### config.mk
export PLATFORM = sky130hd
export DESIGN_NAME = decoder
export DESIGN_NICKNAME = d
export VERILOG_FILES = /design/src/rtl/decoder.sv
export SDC_FILE = /design/constraint.sdc
export NUM_CORES = 1
export LEC_CHECK = 0
export CELL_PAD_IN_SITES_DETAIL_PLACEMENT = 0
export CELL_PAD_IN_SITES_GLOBAL_PLACEMENT = 1
export CORE_AREA = 4 4 41 43
export DETAILED_ROUTE_END_ITERATION = 8
export DIE_AREA = 0 0 45 47
export DONT_BUFFER_PORTS = 1
export PLACE_DENSITY = 0.33
export SYNTH_ARGS = -nofsm -noshare
export SYNTH_HDL_FRONTEND = slang
export SYNTH_SLANG_ARGS = --single-unit
### constraint.sdc
create_clock -name iClk -period 0.8 [get_ports iClk]
set_input_delay 0.12 -clock iClk [delete_from_list [all_inputs] [get_ports iClk]]
set_output_delay 0.12 -clock iClk [all_outputs]
set_load 0.05 [all_outputs]
### src/rtl/decoder.sv
// rtl/decoder.sv - binary-to-N-line decoder with combinational and registered outputs
// oY is the live decode of iS; oQ is the same vector captured on iClk and cleared to the inactive pattern by iRst.
module decoder #(
  parameter int SEL_SIZE = 2,
  parameter bit ONE_COLD = 1'b0,
  localparam int OUT_SIZE = 2 ** SEL_SIZE
) (
  input  logic [SEL_SIZE-1:0] iS,
  output logic [OUT_SIZE-1:0] oY,
  input  logic                iClk,
  input  logic                iRst,
  output logic [OUT_SIZE-1:0] oQ
);

  localparam logic [OUT_SIZE-1:0] INACTIVE = {OUT_SIZE{ONE_COLD}};

  logic [OUT_SIZE-1:0] one_hot;
  logic [OUT_SIZE-1:0] q_d;
  logic [OUT_SIZE-1:0] q_q;

  always_comb begin
    one_hot     = '0;
    one_hot[iS] = 1'b1;
    // One-cold is simply the inverted one-hot vector.
    oY          = ONE_COLD ? ~one_hot : one_hot;
    q_d         = oY;
  end

  always_ff @(posedge iClk or posedge iRst) begin
    if (iRst) begin
      q_q <= INACTIVE;
    end else begin
      q_q <= q_d;
    end
  end

  assign oQ = q_q;

endmodule

# Yosys cells after proc, flatten, opt, wreduce, memory -nomap -nowiden
# Cells that the tools add are included.
[word_totals] regBits=4 output_inout_bits=8 word_cells=6
[classes] magnitude_cmp=2 n_mux=2 reduce_logical=1
[ops] op="2-bit by 3-bit less-than comparator with 1-bit output, second input constant" count=1
[ops] op="1-bit demux with 2-bit select" count=1
[ops] op="2-bit by 1-bit greater-or-equal comparator with 1-bit output, second input constant" count=1
[ops] op="1-bit logical AND" count=1
[ops] op="1-bit two-way mux" count=1

# Longest topological paths before layout
# Gate-level depths: netlist of the first run.
[logic_depth] ltp_word=4 mapped_depth=1 mapped_depth_nobuf=1

# Least setup slack after synthesis of the first run
# OpenSTA, ideal clock, no wires.
[synth_timing] kind="in2reg" from="input iS[1]" to="register q_q[2], in the netlist oQ[2]" setup_ps=207 t_arrival_ps=853 required_ps=593 setup_slack_ps=-259 path_stages=1 n_path_buf=0 cell_sequence="nor2b_1"
[synth_via] elab_chain_len=4 word_cells_on_any_way=5 cone_classes="order compare (2); mux (2); reduce/logical (1)"
[synth_rtl] item="start: declaration" line_no="8" source="input logic [SEL_SIZE-1:0] iS,"
[synth_rtl] item="2-bit by 3-bit less-than comparator with 1-bit output (implied by the code) / 2-bit by 1-bit greater-or-equal comparator with 1-bit output (equally long branches)" line_no="23" source="one_hot[iS] = 1'b1;"
[synth_rtl] item="1-bit logical AND (implied by the code)" line_no="23"
[synth_rtl] item="1-bit two-way mux (implied by the code)" line_no="23"
[synth_rtl] item="1-bit demux with 2-bit select *" line_no="23"
[synth_rtl] item="end signal: assignment" line_no="33" source="q_q <= q_d;"
[synth_rtl] item="end: declaration" line_no="19" source="logic [OUT_SIZE-1:0] q_q;"
# Mark *: on every way between the ends. The rest lies on a longest branch, timed or not.

# Final worst setup path of the first run
[layout_timing] from="register q_q[3], in the netlist oQ[3]" to="output oQ[3]"
[layout_rtl] item="end: declaration" line_no="12" source="output logic [OUT_SIZE-1:0] oQ"
# No word-level cell between the ends.

==> summary.md, run 1 <==
| Metric | Value |
|---|---|
| Status | `finished with violations` |
| Failing checks | `setup timing` |
| Worst VDD drop | `between 0.5 and 0.6 mV` |
| Number of global-route vias before repair | `about 140` |
| P_leak | `between 0.15 and 0.2 nW` |
| Max-Cap Viols | `0` |
| Largest stage delay on the critical path | `about 0.39 ns` |
| Num rows | `13` |
| Routed Antenna Nets | `0` |
| # port buffers | `0` |
| Mapped Area | `~130 um2` |
| Crit-path leading delay family | `flip-flops` |
| DIE WIDTH | `roughly 45 um` |
| Core area | `between 1000 and 1500 um2` |
| Largest net degree at the start of global routing | `5` |
| Final instance area | `roughly 330 um2` |
| Count of cell types in the netlist | `6` |
| DPL Wire Length | `~240 um` |
| DRC | `0` |
| Final Power | `around 0.00064 W` |
| Largest area contributor in the netlist | `dfrtp_1` |
| Htree depth | `1` |
| Worst slew margin | `around 81%` |
| CP Max Fanout | `1` |
| Seq/Total Area, Yosys | `76.92%` |
| Hold_ws | `about 0.22 ns` |
| Critical Path RT | `0.68 ns` |
| Vert. Die Dim | `~47 um` |
| TritonCTS buffer count | `3` |
| Post-synthesis cell count | `9` |
| Final Critical Period | `between 0.8 and 0.9 ns` |
| Tot GR Track Use | `under 10%` |
| Clock Tree Buf Depth | `2` |
| Final period util | `111.2%` |
| Post-synth EDFFs | `0` |
| CTS clock-pin slew for the worst setup and hold paths | `approximately 0.040 ns` |
| Post-synth top flop | `dfrtp_1` |
| Clock sink total | `4` |
| Ranking of synthesized cells by area | `dfrtp_1 77%, and2b_2 6.7%, and2_2 5.8%` |
| Slew @ Worst Pin | `between 0.2 and 0.3 ns` |
| Final Hold Vio Count | `0` |
| DRT Wirelength | `around 310 um` |
| Post-route worst setup slack | `-0.08927 ns` |
| # nets final | `27` |
| TritonCTS clock tree | `done` |
| Worst min path class | `input port to asynchronous set/reset pin` |
| Final Wtd Congestion | `around 0.56` |
| Power per cell area | `roughly 1900 nW/um2` |
| CP Class | `flop to primary output` |
| Footprint of the multi-input gates | `around 31 um2` |
| Crit path DAT | `between 0.7 and 0.8 ns` |
| Most frequent cell after synthesis | `dfrtp_1` |
| Number of post-CTS setup repair buffers | `0` |
| Total gr overflow | `0` |
| DR pass1 iterations | `1` |
| Initial DRC count | `0` |
| Vias per cell | `between 3 and 4` |
| Crit end category | `primary output` |
| First-pass GRT wire length | `between 500 and 600 um` |
| Max-slew violations | `0` |
| Yosys Warn Count | `0` |
| Antenna Cells | `0` |
| Max Clk Rate | `between 1 and 1.5 GHz` |
| Worst Path Buf+Inv | `1` |
| Sequential cell area | `100.1 um2` |
| Startpoint types | `flop` |
| Placed inst area | `around 270 um2` |
| Mean Syn Cell Area | `between 10 and 15 um2` |
| Slowest stage cell, crit path | `dfrtp_1` |
| Synth top area share | `between 70% and 80%` |
| RSZ-0062 raised after global routing | `yes` |
| # fillers | `roughly 140` |
| Vias | `roughly 110` |
| Initial antenna violation count | `0` |
| Number of I/O pins | `12` |
| Area grow syn2layout | `151.0%` |
| FFs w/ async S/R, synth | `100.0%` |
| Clock root cell | `clkbuf_4` |
| Synth Register Bits | `4` |
| Wire per inst | `8.667 um` |
| Share of post-route cells with drive strength above 1 | `between 60 and 70%` |
| Post-cts resize count | `0` |
| Post-synthesis net count | `13` |
| Worst path cell trace | `buf_12` |
| Die ar. | `about 2100 um2` |
| Max FFs per register | `4` |
| Starting density of the core | `between 10% and 20%` |
| Final Setup Violations | `4` |
[layout by cell type (no fill, tap or decap), drive strengths merged]
master	count
buf	6
and2	1
nor2	1
and2b	1
clkbuf	3
dlygate4sd3	3
dfrtp	4
inv	1
nor2b	1
[stage by stage]
stage,worst slack [ns],util [%],instances,setup TNS [ns]
after floorplan,0.03415,-,9,0
after global placement,0.1506,21.06,30,0
after detailed placement,0.1463,21.06,30,0
after CTS,-0.1072,25.10,36,-0.4138
after global routing,-0.1357,25.10,36,-0.5079
final,-0.08927,25.10,36,-0.3545
[worst paths after layout]
path                       cells after the start              end  slack (ns)            start
min                                            2  oQ[0]$_DFF_PP0_        0.22             iRst
max in group asynchronous                      2  oQ[3]$_DFF_PP0_        0.44             iRst
min in group iClk                              1  oQ[3]$_DFF_PP0_        0.24            iS[1]
max                                            1            oQ[3]       -0.09  oQ[3]$_DFF_PP0_
[power by group]
part / total (W) / leakage [nW] / internal (W) / switching, W
logic: 0.000171 / 0.0867 / 0.0000762 / 0.0000948
clock network: 0.000243 / 0.0138 / 0.000167 / 0.0000758
registers: 0.000222 / 0.0516 / 0.000214 / 0.00000826
[cell families (layout without fill, tap and decap cells)]
family	count (synthesis)	in the layout	share of synthesized area [%]
flops	4	4	76.93
simple gates	4	4	20.20
buf+inv	1	13	2.882
[timing repair]
action | 4_1_cts | 5_1_grt
hold buffers | 3 | 0
hold endpoints to repair | 6 | 0
endpoints found under the setup margin | 4 | 4
[final cells by class]
class | count | share of cell area (%)
Tap cell | 15 | 5.747
Clock buffer | 3 | 6.897
Multi-Input combinational cell | 4 | 9.579
Timing Repair Buffer | 9 | 45.98
Inverter | 1 | 1.149
Sequential cell | 4 | 30.65
[metal layers]
layer  vias up  track usage (%)  part of all wire [%]
met4         0            12.28                   6.1
met3         2            2.682                    15
met1        45            3.464                    37
met5         -                0                     0
met2        11            4.520                    41
li1         51                -                     -
Power figures use the tool's default switching activity.
==> run 2: changes to the inputs <==
SETUP_SLACK_MARGIN = 0.1   (was not set)
==> run 2 against run 1 <==
The run still ends with setup timing left. Non-clock buffer count is 8 lower. Clock power is essentially flat. Final cell count is 22% lower. Critical path depth decreased by 1. Global-route usage fell by 0.16 points. Critical endpoint unchanged. Largest cell class is now flip-flops and latches.
==> summary.md, run 2 (synthesized netlist as in run 1, its figures left out) <==
| Metric | Value |
|---|---|
| CP Launch Point | `oQ[3]$_DFF_PP0_` |
| Failing checks | `setup timing` |
| Status | `finished with violations` |
| Sequential cell area | `105.1 um2 (+5.0%)` |
| Worst VDD drop | `0.4756 mV (-15%)` |
| CP Class | `flop to primary output` |
| Final Critical Period | `0.8540 ns (-0.03532 ns)` |
| Vias per cell | `3.179 (+5.0%)` |
| CP Max Fanout | `1 (unchanged)` |
| Num rows | `13 (unchanged)` |
| Hold_ws | `0.001935 ns (-0.2160 ns)` |
| Critical Path RT | `0.68 ns (about the same)` |
| Tot GR Track Use | `4.527% (-0.16 points)` |
| Post-route worst setup slack | `-0.05395 ns (+0.03532 ns)` |
| Max FFs per register | `4 (unchanged)` |
| Total gr overflow | `0 (unchanged)` |
| Clock Tree Buf Depth | `2 (unchanged)` |
| Final Hold Vio Count | `0 (unchanged)` |
| Final Power | `0.0005628 W (-12%)` |
| DRT Wirelength | `312 um (unchanged)` |
| Die ar. | `2115 um2 (unchanged)` |
| TritonCTS buffer count | `3 (unchanged)` |
| Hold buffers post-CTS | `1 (-2)` |
| Setup_tns | `-0.2115 ns (+0.1430 ns)` |
| # fillers | `149 (+4.2%)` |
| CTS clock-pin slew for the worst setup and hold paths | `0.03 ns (about the same)` |
| Area grow syn2layout | `54.81%` |
| Htree depth | `1 (unchanged)` |
| Placed cells | `24 (-20%)` |
| Max-Cap Viols | `0 (unchanged)` |
| Vias | `89 (-18%)` |
| Crit end category | `primary output` |
| Share of post-route cells with drive strength above 1 | `84.62% (+23 points)` |
| Antenna Cells | `0 (unchanged)` |
| DIE WIDTH | `45 um (unchanged)` |
| Number of I/O pins | `12 (unchanged)` |
| Final Wtd Congestion | `0.5443 (-2.2%)` |
| Startpoint types | `flop` |
| Clock root cell | `clkbuf_4` |
| Most common cell after layout, fill and taps aside | `dfrtp_2` |
| Slew @ Worst Pin | `0.3448 ns (+0.06393 ns)` |
| Initial antenna violation count | `0 (unchanged)` |
| DRC | `0 (unchanged)` |
| Fin cells | `28 (-22%)` |
| Most frequent cells in the layout | `4 x dfrtp_2, 3 x clkbuf_4` |
| Pre-CTS setup slack | `0.1815 ns (+0.03521 ns)` |
| Final period util | `106.7% (-4.4 points)` |
| Starting density of the core | `10.00% (unchanged)` |
| Clock sink total | `4 (unchanged)` |
| Vert. Die Dim | `47 um (unchanged)` |
| RSZ-0062 raised after global routing | `yes` |
| Max-slew violations | `0 (unchanged)` |
| Power per cell area | `2794 nW/um2 (+43%)` |
| Largest net degree at the start of global routing | `5 (unchanged)` |
| Worst hold start | `iS[0]` |
| Initial DRC count | `0 (unchanged)` |
| DR pass1 iterations | `1 (unchanged)` |
| Max Clk Rate | `1.171 GHz (+4.1%)` |
| DPL Wire Length | `250.5 um (+2.5%)` |
| # port buffers | `0 (unchanged)` |
| P_leak | `0.08785 nW (-42%)` |
| # nets final | `19 (-30%)` |
| Worst min path class | `input port to flop` |
| Worst slew margin | `76.96% (-4.3 points)` |
| First-pass GRT wire length | `496 um (-4.1%)` |
| Wire per inst | `11.14 um (+29%)` |
| Crit path DAT | `0.73 ns (-0.04 ns)` |
| TritonCTS clock tree | `done` |
| Footprint of the multi-input gates | `41.29 um2 (+32%)` |
| Routed Antenna Nets | `0 (unchanged)` |
| Core area | `1301 um2 (unchanged)` |
| Number of global-route vias before repair | `115 (-15%)` |
| Final Setup Violations | `4 (unchanged)` |
[run 2: metal layers]
layer / track usage (%) / vias up / routed length (um)
met5: 0 / - / 0
met4: 12.28 / 0 / 42
met2: 3.672 / 14 / 81
met3: 3.831 / 4 / 77
met1: 3.002 / 35 / 110
li1: - / 36 / -
[run 2: final timing paths]
check,end,slack [ns],depth (start not counted)
hold / removal,oQ[0]$_DFF_PP0_,0.002,1
setup / recovery,oQ[3],-0.05,0
max in group asynchronous,oQ[0]$_DFF_PP0_,0.43,2
min in group asynchronous,oQ[1]$_DFF_PP0_,0.21,2
[run 2: layout make-up]
class	count	share of cell area, %
Sequential cell	4	52.17
Clock buffer	3	11.18
Multi-Input combinational cell	4	20.50
Tap cell	15	9.317
Inverter	1	1.863
Timing Repair Buffer	1	4.969
[run 2: power by group]
group / internal (W) / total [W] / leakage, nW / switching (W)
Sequential: 0.000216 / 0.000258 / 0.0462 / 0.0000420
Combinational: 0.0000147 / 0.0000632 / 0.0278 / 0.0000485
Clock: 0.000167 / 0.000242 / 0.0138 / 0.0000746
[run 2: repair_timing]
item | in CTS | in global routing
setup endpoints to repair | 4 | 4
gates resized for setup | 0 | 0
cloned | 0 | 0
setup buffers | 0 | 0
endpoints found under the hold margin | 6 | 2
pin swaps | 0 | 0
[run 2: through the flow]
step / utilization, % / cell area [um2]
floorplan: - / 150.1
global placement: 12.98 / 168.9
finish: 15.48 / 201.4
CTS: 15.48 / 201.4
detailed placement: 12.98 / 168.9
global route: 15.48 / 201.4
